### src/rtl/adder34_accum_sequencer.sv
// adder34_accum_sequencer: multi-cycle accumulator that loads a 34-bit base and then adds a counted stream of 21-bit operands.
// It returns the 34-bit result and a sticky carry-out flag through a valid/ready handshake.

module customAdder34_13 (
    input  logic [33:0] a,
    input  logic [20:0] b,
    output logic [34:0] sum
);
    logic [13:0] lo;
    logic [13:0] mid0;
    logic [13:0] mid1;
    logic [8:0]  hi0;
    logic [8:0]  hi1;
    logic        mid_c;
    // Carry-select in 13-bit slices; upper slices precompute both carry-in cases
    assign lo    = {1'b0, a[12:0]} + {1'b0, b[12:0]};
    assign mid0  = {1'b0, a[25:13]} + {6'b0, b[20:13]};
    assign mid1  = mid0 + 14'd1;
    assign hi0   = {1'b0, a[33:26]};
    assign hi1   = hi0 + 9'd1;
    assign mid_c = lo[13] ? mid1[13] : mid0[13];
    assign sum   = {mid_c ? hi1 : hi0, lo[13] ? mid1[12:0] : mid0[12:0], lo[12:0]};
endmodule

module adder34_accum_sequencer #(
    parameter int A_W   = 34,
    parameter int B_W   = 21,
    parameter int CNT_W = 6
) (
    input  logic             clk,
    input  logic             rst,
    input  logic             start,
    input  logic [A_W-1:0]   start_base,
    input  logic [CNT_W-1:0] start_count,
    output logic             busy,
    input  logic             op_valid,
    input  logic [B_W-1:0]   op_data,
    output logic             op_ready,
    output logic             res_valid,
    output logic [A_W-1:0]   res_data,
    output logic             res_ovf,
    input  logic             res_ready
);
    typedef enum logic [1:0] {IDLE, ACCUM, DONE} state_t;

    state_t           state;
    state_t           state_nxt;
    logic [A_W-1:0]   acc;
    logic [A_W-1:0]   acc_nxt;
    logic             ovf;
    logic             ovf_nxt;
    logic [CNT_W-1:0] rem;
    logic [CNT_W-1:0] rem_nxt;
    logic [A_W:0]     sum;

    customAdder34_13 adder (
        .a   (acc),
        .b   (op_data),
        .sum (sum)
    );

    always_comb begin
        state_nxt = state;
        acc_nxt   = acc;
        ovf_nxt   = ovf;
        rem_nxt   = rem;
        case (state)
            IDLE: if (start) begin
                acc_nxt   = start_base;
                ovf_nxt   = 1'b0;
                rem_nxt   = start_count;
                state_nxt = start_count != '0 ? ACCUM : DONE;
            end
            ACCUM: if (op_valid) begin
                acc_nxt   = sum[A_W-1:0];
                ovf_nxt   = ovf | sum[A_W];
                rem_nxt   = rem - 1'b1;
                state_nxt = rem == CNT_W'(1) ? DONE : ACCUM;
            end
            DONE: state_nxt = res_ready ? IDLE : DONE;
            default: state_nxt = IDLE;
        endcase
    end

    always_ff @(posedge clk) begin
        if (rst) begin
            state <= IDLE;
            acc   <= '0;
            ovf   <= 1'b0;
            rem   <= '0;
        end else begin
            state <= state_nxt;
            acc   <= acc_nxt;
            ovf   <= ovf_nxt;
            rem   <= rem_nxt;
        end
    end

    assign busy      = state != IDLE;
    assign op_ready  = state == ACCUM;
    assign res_valid = state == DONE;
    assign res_data  = acc;
    assign res_ovf   = ovf;
endmodule
### config.mk
export PLATFORM = sky130hd
export DESIGN_NAME = adder34_accum_sequencer
export DESIGN_NICKNAME = d
export VERILOG_FILES = /design/src/rtl/adder34_accum_sequencer.sv
export SDC_FILE = /design/constraint.sdc
export NUM_CORES = 1
export LEC_CHECK = 0
export ABC_AREA = 1
export BUFFER_PORTS_ARGS = -buffer_cell sky130_fd_sc_hd__buf_2
export CAP_MARGIN = 0
export CORE_MARGIN = 1.5
export CORE_UTILIZATION = 40
export CTS_CLUSTER_SIZE = 14
export DETAILED_ROUTE_END_ITERATION = 10
export PLACE_DENSITY = 0.62
export SLEW_MARGIN = 25
export SYNTH_ARGS = -nofsm -noshare
export SYNTH_HDL_FRONTEND = slang
export SYNTH_SLANG_ARGS = --single-unit
### constraint.sdc
create_clock -name clk -period 2.9 [get_ports clk]
set_input_delay 0.58 -clock clk [delete_from_list [all_inputs] [get_ports clk]]
set_output_delay 0.58 -clock clk [all_outputs]
set_load 0.02 [all_outputs]
==> metrics.cfg, run 1 <==
[synth]
synthesis.nets = 730
syn_area_um2 = 3840
yosysWarnings = 0
synth_top_family_by_area = simple AND/OR/NAND/NOR gates
synth_area_per_cell_um2 = 6.03
yosys.area_share.simple = 0.405
synth.mux.area_fraction = 0
synthesized_area_fraction_occupied_by_ao_oa_aoi_and_oai_cells = 0.159
synth.yosys.seq_area_share = 0.224
ys_ff_latch = 43
postSynthCellCount = 637
count_of_distinct_cell_types_in_the_synthesized_netlist = 39
synthesized_area_fraction_occupied_by_adder_cells = 0.0918
synth_xor_xnor_area_share = 0.0251

[worst_setup_path]
critPathArrivalTime_ps = 2880
worst_setup_path_end_kind = flip-flop
critical-path-max-stage-delay_ps = 400
regToRegSetupSlack_ps = 300
setup.worst_path.start_class = input port
critical_path.cell_chain = buf_2 -> ha_1 -> fa_1 -> nand3_1 -> nand3_1 -> nand2_1 -> nand2_1 -> nor3b_2 -> nand2_2 -> nor2_4 -> nand2_2 -> nand2_4 -> nand2_4 -> nand3_1 -> nand2_1 -> nor2_1
cp.required_ps = 3140
critPathTopFamily = simple AND/OR/NAND/NOR gates
crit_type = in -> reg
cp_max_fo = 11
crit_path_top_delay_cell = sky130_fd_sc_hd__fa_1
critical_path.n_buffers_inverters = 1

[drt]
routed_via_density = 5.03
detail-route-antenna-nets = 0
avgRoutedWirePerCell_um = 13.0
detailedRoute.firstPassIterationCount = 4
drt_first_iter_violations = 140
postRouteWirelength_mm = 11.3
drc = 0
via_count = 4359

[die]
start_util = 0.414
design.core.area_um2 = 9280
placementRows = 35
die-width_um = 101
ioPinCount = 104
die_h_um = 101
die_area_um2 = 10200

[timing]
finalHoldViolCount = 0
finalCritPeriodShare = 0.912
final_critical_path_setup_slack_ps = 254
maxSlewViolCount = 0
rsz0062_at_grt = no
max-slew-margin-rel = 0.598
clock.fmax_ghz = 0.378
setup-violations-final = 0
period_needed_ps = 2650
worstMarginPinSlew_ps = 602
fin_skew_ps = 4.16

[clock_tree]
cts_bufs_inserted = 5
clock_insertion_delay_worst_skew_ps = 300
cts-htree-levels = 2
ctsRootBufferMaster = sky130_fd_sc_hd__clkbuf_8
clk_path_buf_depth = 2
cts_setup_buffers = 0
cts-hold-fix-buffers = 0
tritoncts = done
cts_resized = 0
cts.reportedPaths.clkPinSlew_ps = 90
cts_sinks = 43

[final_layout]
area.growth.synth_to_final_pct = 19.8
finalInstanceArea_um2 = 4600
fraction_of_layout_cells_with_a_size_suffix_above_1 = 0.208
post_layout_nonfiller_instances = 866
layout.cells.most_common = sky130_fd_sc_hd__nand2_1
insertedDiodeCount = 0
filler_cell_count = 988
layout.cells.most_common_list = sky130_fd_sc_hd__nand2_1 (175), sky130_fd_sc_hd__buf_2 (103), sky130_fd_sc_hd__nor2_1 (81)
finish.net_count = 829

[power_and_ir_drop]
clock_power_share = 0.224
powerDensity_nw_per_um2 = 496
pwr-share-comb = 0.455
power.sequential.fraction = 0.321
swShare = 0.425
cell_internal_pwr_uw = 1310
worst_ir_drop_vdd_uv = 218
static_leakage_uw = 0.00233
power.net_switching_uw = 971

[global_routing]
first_global_vias = 4124
gr_ovfl_total = 0
grt_first_pass_wirelength_mm = 18.5
grt_max_degree = 37
initial_antenna_violation_count = 0
grt_util_all_layers = 0.225

[placement]
gpl.final_weighted_congestion = 0.886
dp_hpwl_mm = 8.52
post-place-cells = 858
placed_cell_area_um2 = 4490
port_buffers = 103
dpl_worst_slack_ps = -64.8

[outcome]
status = finished clean

[hold_path]
timing.hold.worst.class = reg -> reg

[flow_run]
drv_cap = 0

[worst min-delay path, delay by kind of cell (launching register included)]
kind / cells / cell delay [ps]
flops: 1 / 330
buf+inv: 1 / 50
compound gates: 1 / 50
[registers in the layout, indices dropped and copies added, names as in the netlist]
register / flops
rem: 6
res_ovf: 1
res_data: 34
state: 2
[worst paths after layout]
check / startpoint / to / cells past startpoint
worst max-delay path: op_data[13] / res_data[31] / 16
worst min-delay path: res_ovf / res_ovf / 2
worst max register to register: res_data[13] / res_data[31] / 15
worst min register to register: res_ovf / res_ovf / 2
[cell families after synthesis]
kind of cell | Yosys count
adder cells (fa/ha/maj) | 27
XOR/XNOR | 11
AND/OR/NAND/NOR | 356
flip-flops | 43
AO/OA/AOI/OAI | 109
buffers and inverters | 91
[metrics by stage]
| stage | util | setup TNS [ps] | power (uW) | hold WS, ps |
|---|---|---|---|---|
| global placement | 0.483 | 0 | 1760 | 457 |
| CTS | 0.496 | 0 | 2300 | 477 |
| floorplan | - | 0 | 1490 | 455 |
| finish | 0.496 | 0 | 2290 | 470 |
| detailed placement | 0.483 | -415 | 1780 | 464 |
| global route | 0.496 | 0 | 2470 | 500 |
[final cells by class]
cell class	count	area (um^2)	area share
Multi-Input combinational cell	503	2620	0.569
Sequential cell	43	861	0.187
Timing Repair Buffer	111	576	0.125
Inverter	72	270	0.0587
Tap cell	129	161	0.0351
Clock buffer	6	82.6	0.0179
Clock inverter	2	35.0	0.00761
[layer usage]
layer / vias to the layer above / part of all wire / global-route usage
met3: 21 / 0.055 / 0.0381
met4: 0 / 0.024 / 0.0844
li1: 2275 / - / -
met1: 1955 / 0.45 / 0.276
met5: - / 0 / 0
met2: 108 / 0.47 / 0.392
[synth_stat cells]
cell type                    n  share of area
sky130_fd_sc_hd__nand4_1     7          0.011
sky130_fd_sc_hd__fa_1        2          0.010
sky130_fd_sc_hd__nand2_4     2         0.0059
sky130_fd_sc_hd__nor2_1     82          0.080
sky130_fd_sc_hd__o21bai_1    1         0.0020
sky130_fd_sc_hd__o211ai_1    7          0.014
sky130_fd_sc_hd__xor2_1      7          0.016
sky130_fd_sc_hd__clkbuf_1   13          0.013
sky130_fd_sc_hd__buf_4       3         0.0059
sky130_fd_sc_hd__clkinv_1    1        0.00098
sky130_fd_sc_hd__o311ai_0    1         0.0023
sky130_fd_sc_hd__o22ai_1     5         0.0081
sky130_fd_sc_hd__or2_1       1         0.0016
sky130_fd_sc_hd__a211oi_1    4         0.0078
sky130_fd_sc_hd__nor3_1      7         0.0091
sky130_fd_sc_hd__nor2_2      6         0.0098
sky130_fd_sc_hd__inv_2       6         0.0059
sky130_fd_sc_hd__and3_1      1         0.0016
sky130_fd_sc_hd__xnor2_1     4         0.0091
sky130_fd_sc_hd__nand2_2    11          0.018
sky130_fd_sc_hd__dfxtp_1    43           0.22
sky130_fd_sc_hd__inv_1      65          0.063
sky130_fd_sc_hd__or4_1       1         0.0020
sky130_fd_sc_hd__a21oi_1    53          0.069
sky130_fd_sc_hd__nor2_4      2         0.0059
sky130_fd_sc_hd__nand2_1   175           0.17
sky130_fd_sc_hd__a21boi_0    1         0.0020
sky130_fd_sc_hd__a21o_1      1         0.0020
sky130_fd_sc_hd__nand3_1    52          0.068
sky130_fd_sc_hd__buf_8       1         0.0039
sky130_fd_sc_hd__o21ai_0    29          0.038
sky130_fd_sc_hd__nand3b_1    5         0.0098
sky130_fd_sc_hd__ha_1       25          0.081
sky130_fd_sc_hd__a31oi_1     2         0.0033
sky130_fd_sc_hd__o221ai_1    3         0.0068
sky130_fd_sc_hd__nand3_2     3         0.0078
sky130_fd_sc_hd__nor3b_2     1         0.0033
sky130_fd_sc_hd__buf_2       2         0.0026
sky130_fd_sc_hd__a21oi_2     2         0.0046
[power by group through the flow]
stage	clock [uW]	combinational, uW	sequential, uW
after global placement	0	1020	743
final	513	1040	734
after CTS	527	1040	732
after global routing	550	1180	743
after detailed placement	0	1040	746
after floorplan	0	691	802
(Power assumes the default switching activity.)
==> run 2, diff against run 1 <==
--- a/config.mk
+++ b/config.mk
@@ -5,14 +5,14 @@
 export SDC_FILE = /design/constraint.sdc
 export NUM_CORES = 1
 export LEC_CHECK = 0
-export ABC_AREA = 1
 export BUFFER_PORTS_ARGS = -buffer_cell sky130_fd_sc_hd__buf_2
 export CAP_MARGIN = 0
+export CORE_ASPECT_RATIO = 0.75
 export CORE_MARGIN = 1.5
 export CORE_UTILIZATION = 40
 export CTS_CLUSTER_SIZE = 14
 export DETAILED_ROUTE_END_ITERATION = 10
-export PLACE_DENSITY = 0.62
+export PLACE_DENSITY = 0.63
 export SLEW_MARGIN = 25
 export SYNTH_ARGS = -nofsm -noshare
 export SYNTH_HDL_FRONTEND = slang
==> run 2 against run 1 <==
Effect of this change:
- register-to-register slack lost 170 ps
- sequential share of layout area shrank 0.082 points
- total power shrank 3.9%
- synthesized area shrank 12%
- final cell count shrank 23%
- flip-flop and latch count is the same
- combinational power shrank 12%
- non-clock buffer count grew 36
- critical endpoint is now res_data[27]
- largest cell class unchanged
- maximum frequency shrank 5.3%
==> metrics.cfg, run 2 <==
[timing]
finalHoldViolCount = 0  ; unchanged
maxSlewViolCount = 0  ; unchanged
finalCritPeriodShare = 0.963  ; +0.0510
period_needed_ps = 2790  ; +148 ps
setup-violations-final = 0  ; unchanged
worstMarginPinSlew_ps = 589  ; -13.5 ps
fin_skew_ps = 7.39  ; +3.23 ps
max-slew-margin-rel = 0.607  ; +0.00947
worst_hold_slack_ps = 473  ; +2.91 ps
clock.fmax_ghz = 0.358  ; -5.3%

[die]
start_util = 0.421  ; +0.00695
die_area_um2 = 9050  ; -11%
ioPinCount = 104  ; unchanged
die-width_um = 109  ; +8.2%
placementRows = 28  ; -20%
design.core.area_um2 = 8060  ; -13%
die_h_um = 82.8  ; -18%

[synth]
synthesis.nets = 523  ; -28%
syn_area_um2 = 3390  ; -12%
synth_area_per_cell_um2 = 7.89  ; +31%
synth.most_common_cell = sky130_fd_sc_hd__a21oi_1
synth-edff-count = 0  ; unchanged
netlist_top_cells_count = sky130_fd_sc_hd__a21oi_1 (56), sky130_fd_sc_hd__dfxtp_1 (43), sky130_fd_sc_hd__nand2_1 (39), sky130_fd_sc_hd__nor2_1 (32), sky130_fd_sc_hd__ha_1 (25)
synth_top_cells_by_area = sky130_fd_sc_hd__dfxtp_1 (25%), sky130_fd_sc_hd__ha_1 (9.2%), sky130_fd_sc_hd__a21oi_1 (8.3%)
async_reset_ff_frac = 0  ; unchanged
postSynthCellCount = 430  ; -32%
ys_dominant_reg_cell = sky130_fd_sc_hd__dfxtp_1
synth_top_area_frac = 0.254  ; +0.0298
yosys.area.top_type = sky130_fd_sc_hd__dfxtp_1
ys_ff_latch = 43  ; unchanged
synth.yosys.seq_area_share = 0.254  ; +0.0298
count_of_distinct_cell_types_in_the_synthesized_netlist = 61  ; +56%
yosysWarnings = 0  ; unchanged

[drt]
routed_via_density = 5.47  ; +8.8%
drt_first_iter_violations = 270  ; +93%
detailedRoute.firstPassIterationCount = 4  ; unchanged
postRouteWirelength_mm = 10.2  ; -9.4%
drc = 0  ; unchanged
detail-route-antenna-nets = 0  ; unchanged
avgRoutedWirePerCell_um = 15.3  ; +17%
via_count = 3657  ; -16%

[final_layout]
max_ffs_per_register = 34  ; unchanged
fraction_of_layout_cells_with_a_size_suffix_above_1 = 0.354  ; +0.146
post_layout_nonfiller_instances = 668  ; -23%
area.growth.synth_to_final_pct = 36.7
layout.cells.most_common = sky130_fd_sc_hd__buf_2
finish.net_count = 654  ; -21%
finalInstanceArea_um2 = 4640  ; +0.73%
layout.cells.most_common_list = sky130_fd_sc_hd__buf_2 (101), sky130_fd_sc_hd__a21oi_1 (51), sky130_fd_sc_hd__dfxtp_1 (41)

[global_routing]
gr_ovfl_total = 0  ; unchanged
grt_util_all_layers = 0.229  ; +0.00412
grt_max_degree = 51  ; +38%
grt_first_pass_wirelength_mm = 16.3  ; -12%
initial_antenna_violation_count = 1  ; +1
first_global_vias = 3418  ; -17%

[worst_setup_path]
cp_max_fo = 6  ; -5
critical-path-max-stage-delay_ps = 350  ; -50 ps
critical_path.most_common_cell = sky130_fd_sc_hd__buf_6
critical_path.cell_chain = buf_6 -> ha_4 -> fa_2 -> a21oi_2 -> o21bai_2 -> a31oi_4 -> buf_6 -> nor3b_1 -> o2111a_2 -> a41oi_4 -> buf_12 -> buf_6 -> nor2_2 -> a22oi_1 -> a211oi_1
crit_type = in -> reg
critPathTopFamily = compound AO/OA/AOI/OAI gates
critical_path.n_buffers_inverters = 4  ; +3
critPathArrivalTime_ps = 2970  ; +90 ps
setup.worst_path.start_class = input port
cp.required_ps = 3070  ; -70 ps
worst_setup_path_end_kind = flip-flop
crit_path_top_delay_cell = sky130_fd_sc_hd__fa_2

[power_and_ir_drop]
worst_ir_drop_vdd_uv = 256  ; +18%
static_leakage_uw = 0.00201  ; -14%
powerDensity_nw_per_um2 = 473  ; -4.6%
finalPower_uw = 2200  ; -3.9%

[placement]
placed_cell_area_um2 = 4280  ; -4.7%
gpl.final_weighted_congestion = 0.848  ; -4.3%
post-place-cells = 656  ; -24%
dp_hpwl_mm = 7.67  ; -10%
port_buffers = 103  ; unchanged

[clock_tree]
cts_sinks = 43  ; unchanged
tritoncts = done
cts-hold-fix-buffers = 0  ; unchanged
cts.reportedPaths.clkPinSlew_ps = 70  ; -20 ps
ctsRootBufferMaster = sky130_fd_sc_hd__clkbuf_16
cts-htree-levels = 2  ; unchanged
clock_insertion_delay_worst_skew_ps = 290  ; about the same
cts_bufs_inserted = 5  ; unchanged
clk_path_buf_depth = 2  ; unchanged

[flow_run]
drv_cap = 0  ; unchanged

[outcome]
status = finished clean

[hold_path]
timing.hold.worst.class = reg -> reg

-- run 2: where the power goes --
group / switching (uW) / internal [uW]
sequential: 57.9 / 647
clock: 258 / 318
combinational: 501 / 413
-- run 2: cell families after synthesis --
logic type / after synthesis / synth area share
XOR/XNOR: 31 / 0.0823
adder cells (fa/ha/maj): 27 / 0.104
AO/OA/AOI/OAI: 144 / 0.293
buffers and inverters: 41 / 0.0465
multiplexers: 2 / 0.00590
flip-flops: 43 / 0.254
AND/OR/NAND/NOR: 142 / 0.215
-- run 2: through the flow --
step / setup TNS, ps / setup WS (ps) / utilization
2_1_floorplan: 0 / 0.505 / -
3_3_place_gp: -2260 / -249 / 0.531
3_5_place_dp: -2890 / -323 / 0.531
4_1_cts: 0 / 37.0 / 0.549
5_1_grt: -10.5 / -10.5 / 0.576
6_report: 0 / 106 / 0.576
-- run 2: layer usage --
metal  track usage  part of all wire  vias to the layer above
li1              -                 -                     1865
met1         0.318              0.51                     1678
met2         0.374              0.43                      110
met3        0.0392             0.056                        4
met4        0.0429            0.0049                        0
met5             0                 0                        -
-- run 2: timing repair --
item / 4_1_cts / 5_1_grt
pin swaps: 1 / 19
endpoints found under the setup margin: 1 / 12
buffers inserted: 0 / 6
gates resized for setup: 0 / 35
-- run 2: worst paths after layout --
kind	cells after the start	endpoint	slack (ps)	from
setup reg to reg	14	res_data[27]	130	res_data[14]
hold / removal	2	res_data[18]	470	res_data[18]
setup / recovery	15	res_data[27]	110	op_data[13]
hold reg to reg	2	res_data[18]	470	res_data[18]
-- run 2: final cells by class --
| type | count | area, um^2 |
|---|---|---|
| clock inverters | 3 | 20.0 |
| fillers | 756 | 3420 |
| inverters | 18 | 67.6 |
| repair buffers | 147 | 890 |
| clock buffers | 5 | 125 |
| diodes | 1 | 2.50 |
| well taps | 105 | 131 |
| multi-input cells | 346 | 2540 |
| flip-flops and latches | 43 | 863 |
-- run 2: worst min-delay path: cells and delay by family (launching register included) --
kind	cells	cell delay, ps
flops	1	320
compound gates	1	50
simple gates	1	60
